===== src/rtl/fetch_sequencer_pkg.sv =====
// Shared definitions for the instruction fetch sequencer: FSM encoding,
// parameter defaults and the fetched-entry record.
package fetch_sequencer_pkg;

  localparam logic [1:0] ST_IDLE  = 2'd0;
  localparam logic [1:0] ST_FETCH = 2'd1;
  localparam logic [1:0] ST_DRAIN = 2'd2;

  localparam logic [31:0] DEF_RESET_PC = 32'h0000_0000;
  localparam logic [31:0] DEF_PC_INC   = 32'd4;

  typedef struct packed {
    logic [31:0] word;
    logic [31:0] addr;
  } fetch_entry_t;

  // Redirect targets are forced onto a word boundary.
  function automatic logic [31:0] align_pc(input logic [31:0] target);
    return {target[31:2], 2'b00};
  endfunction

endpackage


===== src/rtl/fetch_skid_buffer.sv =====
// Two-entry valid/ready buffer: a registered output stage plus one skid entry
// that absorbs a returning fetch while decode is stalled.
module fetch_skid_buffer
  import fetch_sequencer_pkg::*;
(
  input  logic         clk,
  input  logic         rst_n,
  input  logic         flush,
  input  logic         in_valid,
  input  fetch_entry_t in_data,
  output logic         in_ready,
  output logic         space_next,
  output logic         out_valid,
  output fetch_entry_t out_data,
  input  logic         out_ready
);

  logic         skid_valid;
  fetch_entry_t skid_data;
  logic         push;
  logic         out_free;
  logic         out_valid_nxt;
  fetch_entry_t out_data_nxt;
  logic         skid_valid_nxt;
  fetch_entry_t skid_data_nxt;

  assign in_ready = !skid_valid;
  assign push     = in_valid && in_ready;
  assign out_free = !out_valid || out_ready;

  always_comb begin
    out_valid_nxt  = out_valid;
    out_data_nxt   = out_data;
    skid_valid_nxt = skid_valid;
    skid_data_nxt  = skid_data;
    if (flush) begin
      out_valid_nxt  = 1'b0;
      skid_valid_nxt = 1'b0;
    end else if (out_free) begin
      if (skid_valid) begin
        out_valid_nxt  = 1'b1;
        out_data_nxt   = skid_data;
        skid_valid_nxt = push;
        skid_data_nxt  = push ? in_data : skid_data;
      end else if (push) begin
        out_valid_nxt = 1'b1;
        out_data_nxt  = in_data;
      end else begin
        out_valid_nxt = 1'b0;
      end
    end else if (push) begin
      skid_valid_nxt = 1'b1;
      skid_data_nxt  = in_data;
    end
  end

  // The sequencer only issues when the skid will be empty after this edge.
  assign space_next = !skid_valid_nxt;

  always_ff @(posedge clk or negedge rst_n) begin
    if (!rst_n) begin
      out_valid  <= 1'b0;
      out_data   <= '0;
      skid_valid <= 1'b0;
    end else begin
      out_valid  <= out_valid_nxt;
      out_data   <= out_data_nxt;
      skid_valid <= skid_valid_nxt;
    end
  end

  always_ff @(posedge clk) begin
    skid_data <= skid_data_nxt;
  end

endmodule


===== src/rtl/fetch_sequencer.sv =====
// Instruction fetch sequencer: one outstanding memory request, redirect with
// drain of an in-flight request, and a two-entry buffer towards decode.
module fetch_sequencer
  import fetch_sequencer_pkg::*;
#(
  parameter logic [31:0] RESET_PC = DEF_RESET_PC,
  parameter logic [31:0] PC_INC   = DEF_PC_INC
) (
  input  logic        clk,
  input  logic        rst_n,
  input  logic        stall,
  input  logic        redirect,
  input  logic [31:0] redirect_pc,
  output logic        imem_req,
  output logic [31:0] imem_addr,
  input  logic        imem_ack,
  input  logic [31:0] imem_rdata,
  output logic        instr_valid,
  output logic [31:0] instr,
  output logic [31:0] instr_pc,
  output logic [31:0] pc
);

  logic [1:0]   state;
  logic         accept;
  logic         in_ready;
  logic         space_next;
  logic [31:0]  pc_step;
  fetch_entry_t fetched;
  fetch_entry_t out_entry;

  assign pc_step = pc + PC_INC;
  assign accept  = (state == ST_FETCH) && imem_req && imem_ack && !redirect;
  assign fetched = '{word: imem_rdata, addr: imem_addr};

  always_ff @(posedge clk or negedge rst_n) begin
    if (!rst_n) begin
      state     <= ST_IDLE;
      pc        <= RESET_PC;
      imem_req  <= 1'b0;
      imem_addr <= '0;
    end else begin
      case (state)
        ST_IDLE: begin
          state <= ST_FETCH;
          if (redirect) pc <= align_pc(redirect_pc);
        end
        ST_FETCH: begin
          if (redirect) begin
            pc <= align_pc(redirect_pc);
            // An un-acked request must complete before the bus is reused.
            if (imem_req && !imem_ack) state <= ST_DRAIN;
            else imem_req <= 1'b0;
          end else if (imem_req) begin
            if (imem_ack) begin
              pc        <= pc_step;
              imem_req  <= space_next;
              imem_addr <= pc_step;
            end
          end else if (space_next) begin
            imem_req  <= 1'b1;
            imem_addr <= pc;
          end
        end
        ST_DRAIN: begin
          if (redirect) pc <= align_pc(redirect_pc);
          if (imem_ack) begin
            imem_req <= 1'b0;
            state    <= ST_FETCH;
          end
        end
        default: begin
          state    <= ST_IDLE;
          imem_req <= 1'b0;
        end
      endcase
    end
  end

  fetch_skid_buffer u_skid (
    .clk        (clk),
    .rst_n      (rst_n),
    .flush      (redirect),
    .in_valid   (accept),
    .in_data    (fetched),
    .in_ready   (in_ready),
    .space_next (space_next),
    .out_valid  (instr_valid),
    .out_data   (out_entry),
    .out_ready  (!stall)
  );

  assign instr    = out_entry.word;
  assign instr_pc = out_entry.addr;

endmodule


===== config.mk =====
export PLATFORM = sky130hd
export DESIGN_NAME = fetch_sequencer
export DESIGN_NICKNAME = d
export VERILOG_FILES = /design/src/rtl/fetch_sequencer_pkg.sv /design/src/rtl/fetch_skid_buffer.sv /design/src/rtl/fetch_sequencer.sv
export SDC_FILE = /design/constraint.sdc
export NUM_CORES = 1
export LEC_CHECK = 0
export ABC_AREA = 1
export BUFFER_PORTS_ARGS = -buffer_cell sky130_fd_sc_hd__buf_2
export CORE_MARGIN = 2
export CORE_UTILIZATION = 54
export CTS_CLUSTER_DIAMETER = 150
export CTS_CLUSTER_SIZE = 30
export DETAILED_ROUTE_END_ITERATION = 10
export GPL_TIMING_DRIVEN = 0
export PLACE_DENSITY = 0.85
export REMOVE_ABC_BUFFERS = 1
export SLEW_MARGIN = 40
export SYNTH_ARGS = -nofsm -noshare
export SYNTH_HDL_FRONTEND = slang
export SYNTH_SLANG_ARGS = --single-unit

===== constraint.sdc =====
create_clock -name clk -period 7.5 [get_ports clk]
set_input_delay 1.5 -clock clk [delete_from_list [all_inputs] [get_ports clk]]
set_output_delay 1.5 -clock clk [all_outputs]
set_load 0.03 [all_outputs]

==> results.txt <==
- Status: finished, final reports clean
* Max FO, Critical Path: 20
* CTS buffer count: 17
- The floorplan has 46 rows.
- The count of nets left with antenna violations once routing finished came out at 0.
* Count of distinct cell types in the synthesized netlist: 35
- Fraction of layout cells with a size suffix above 1: 0.249
- For this configuration, the core starts out at a cell density of 0.555.
* Final setup margin: 4.13 ns
* Via density per instance: 5.38
* Number of warnings printed during yosys synthesis: 0
- Synthesized instance count: 1023
- Summed over all cells, the static leakage comes to 0.00496 uW.
* CTS sink count: 189
- Biggest area consumer among synthesized cells: sky130_fd_sc_hd__dfrtp_1
- Yosys mapped a number of flops with a built-in enable equal to 62.
- Dominant register cell in the synthesized netlist: sky130_fd_sc_hd__dfrtp_1
- Share of synthesized area occupied by flip-flops and latches: 0.567
- Pin count of the biggest net entering global routing: 75
* First-pass GRT wire length: 37100 microns
* Total number of nets in the final design: 1270
* Placed instance area: 10100 sq um
- Setup slack after placement: 3.67 ns
- The final number of hold-violating endpoints was 0.
* Count of buffers added by post-CTS timing repair for setup: 0
- For this block, the initial DRC count from the detailed router was 674.
- Die width: 132 microns
* Post-route core utilization: 0.671
* Die area: 17500 sq um
- Setup violations remaining at the end of the flow were counted as 0.
* Post-CTS sizing: 0
- Dpl hpwl: 15700 microns
* Area growth from synthesis to layout: 20.9%
* Final wirelength: 22900 microns
- The worst-case IR drop observed on VDD is 0.303 mV.
* Share of the synthesized area in the top cell type: 0.358
- During I/O placement, the number of pins put on the boundary was 199.
- H-tree levels: 4
* Final weighted congestion in routability-driven placement: 0.883
* Required time reported for the critical path endpoint: 7.65 ns
- Number of design rule violations left after detail routing: 0
- After global routing the overflow that remains totals 0.
- Max-cap violation count: 0
- Final critical path time including I/O delays and setup: 3.37 ns
* Clock latency at the later pin of the worst-skew pair: 0.43 ns
- Averaged over all synthesized cells, the footprint is 8.68 sq um.
* Launch point of the worst path: redirect
- Summed area of non-filler cells in the final layout: 10700 sq um
* Area of the core region: 16000 sq um
- 1st-pass router iterations: 9
- Via count: 7699
- After synthesis, the most frequently instantiated cells are sky130_fd_sc_hd__nand2_1 (293), sky130_fd_sc_hd__dfrtp_1 (127), sky130_fd_sc_hd__nor2_1 (113).
- Data arrives at the worst endpoint at 3.52 ns.
- The clock passes through at most 2 buffers.
* Post-detailed-route wirelength per cell: 16.0 microns
* Portion of the clock cycle consumed by the worst path in the final layout: 0.449
* CTS Hold Bufs: 0
* Final count of pins violating max slew: 0
* Slowest cell on the critical path: sky130_fd_sc_hd__nor2_4
- After synthesis the netlist holds a flip-flop and latch count of 189.
* Cell depth of the worst flop-to-flop path: 8
- The worst register-to-register path has a setup slack of 4.51 ns.
- The worst hold path passes through 0 cells.
- The root buffer cell chosen for the clock tree is sky130_fd_sc_hd__clkbuf_16.
- STA classifies the critical path startpoint as an input pin.
* Actual transition at the worst max-transition pin: 0.722 ns
* Hold Crit Start: imem_addr[5]
* Peak Freq: 297 MHz
- Endpoint of the worst register-to-register path: pc[6]
- Async set-or-reset flop fraction in the synthesized netlist: 0.672
- Launch point of the worst reg-to-reg path: imem_req
* Number of port buffers: 190
- Max-slew headroom at the worst pin: 0.518
* Power per Cell Area: 432 nW/um^2
- Setup repair after global routing left no endpoint under its margin.
* Chain of cells forming the critical path: buf_2, nor2_4, buf_16, nand3_2, nor3_2, buf_4, buf_2, buf_4, buf_2, buf_4
- Clock tree from TritonCTS: yes
- Kind of capture point of the worst setup path: flop
* Top cells by area in the synthesized netlist: sky130_fd_sc_hd__dfrtp_1 (36%), sky130_fd_sc_hd__edfxtp_1 (21%), sky130_fd_sc_hd__nand2_1 (12%)
* Hold Crit Class: reg2reg
* Clk_skew: 0.00885 ns
* Tot GR Track Use: 0.266
- End point of the worst hold path: u_skid.skid_data[5]
- In this design, the stage delay of the slowest critical-path cell is 0.34 ns.
* Crit path kind: in2reg
* Die Y: 132 microns
- By instance count, the leading cell after synthesis is sky130_fd_sc_hd__nand2_1.
- After synthesis the cells add up to 8880 sq um.
- Number of global-route vias before repair: 7429
- Clock transition at the registers of the reported paths: 0.07 ns
- The initial antenna violation count was 1.
## placed cells by master, fill, tap and decap left out, types with 3 or more instances in the layout
| cell type | n |
|---|---|
| sky130_fd_sc_hd__nand3_1 | 50 |
| sky130_fd_sc_hd__conb_1 | 6 |
| sky130_fd_sc_hd__nand2_1 | 293 |
| sky130_fd_sc_hd__clkbuf_16 | 17 |
| sky130_fd_sc_hd__nor2_1 | 113 |
| sky130_fd_sc_hd__clkbuf_8 | 3 |
| sky130_fd_sc_hd__buf_16 | 6 |
| sky130_fd_sc_hd__nand4_1 | 5 |
| sky130_fd_sc_hd__dfrtp_1 | 125 |
| sky130_fd_sc_hd__edfxtp_1 | 62 |
| sky130_fd_sc_hd__o22ai_1 | 7 |
| sky130_fd_sc_hd__a21oi_1 | 6 |
| sky130_fd_sc_hd__or2_0 | 14 |
| sky130_fd_sc_hd__xor2_1 | 6 |
| sky130_fd_sc_hd__nand3b_1 | 8 |
| sky130_fd_sc_hd__buf_2 | 195 |
| sky130_fd_sc_hd__buf_4 | 4 |
| sky130_fd_sc_hd__o21ai_0 | 100 |
| sky130_fd_sc_hd__inv_1 | 38 |
| sky130_fd_sc_hd__or2_2 | 46 |
| sky130_fd_sc_hd__nor2_2 | 3 |
| sky130_fd_sc_hd__o21ai_1 | 66 |
| sky130_fd_sc_hd__inv_6 | 3 |
## layer usage
layer,track usage,wire (microns),vias to the layer above,share of wire
met5,0,0,-,0
met4,0.0926,446,0,0.019
met3,0.0515,1520,35,0.066
met2,0.442,11000,309,0.48
met1,0.351,9900,3640,0.43
li1,-,-,3715,-
## report_power, final
part           leakage, uW  total [uW]  internal, uW  switching [uW]
clock             0.000295         927           526             401
combinational      0.00254        1980           586            1390
sequential         0.00213        1730          1400             330
total              0.00496        4640          2510            2120
## flip-flops by register name, summed over array words and instances (netlist names)
name               cells
imem_req               1
u_skid.skid_data      62
u_skid.out_data       62
pc                    30
u_skid.skid_valid      1
imem_addr             30
state                  2
u_skid.out_valid       1
## metrics by stage
stage | power, uW | instances | hold WS, ns | setup TNS [ns]
3_3_place_gp | 3600 | 1378 | 0.456 | -156.65
5_1_grt | 4910 | 1430 | 0.487 | 0
4_1_cts | 4640 | 1429 | 0.478 | 0
6_report | 4640 | 1430 | 0.478 | 0
2_1_floorplan | 3020 | 972 | 0.472 | 0
3_5_place_dp | 3700 | 1397 | 0.459 | 0
## logic make-up after synthesis
group | Yosys count | synth area share
other | 1 | 0.000422
XOR/XNOR | 8 | 0.00789
buffers and inverters | 97 | 0.0527
AO/OA/AOI/OAI | 188 | 0.109
AND/OR/NAND/NOR | 539 | 0.261
adder cells (fa/ha/maj) | 1 | 0.00141
flip-flops | 189 | 0.567
## critical path, delay by kind of cell
family	cells	cell delay (ns)
buffers and inverters	7	1.39
and+or+nand+nor	3	0.63
## worst max-delay path by stage
stage	endpoint	slack, ns	cells after the start
after floorplan	u_skid.skid_data[10]	0.50	3
after global placement	u_skid.skid_data[51]	-2.53	4
after detailed placement	u_skid.skid_data[51]	3.67	10
after CTS	u_skid.skid_data[51]	4.12	10
after global routing	u_skid.skid_data[51]	4.00	10
final	u_skid.skid_data[51]	4.13	10
## cell type report
type                    instances  area (sq um)
diodes                          1          2.50
flip-flops and latches        189          5040
repair buffers                209          1240
multi-input cells             742          3420
well taps                     216           270
clock inverters                10           130
inverters                      41           161
clock buffers                  22           474
fillers                      1295          5260
Note: power is estimated with default switching activity, not from simulation.
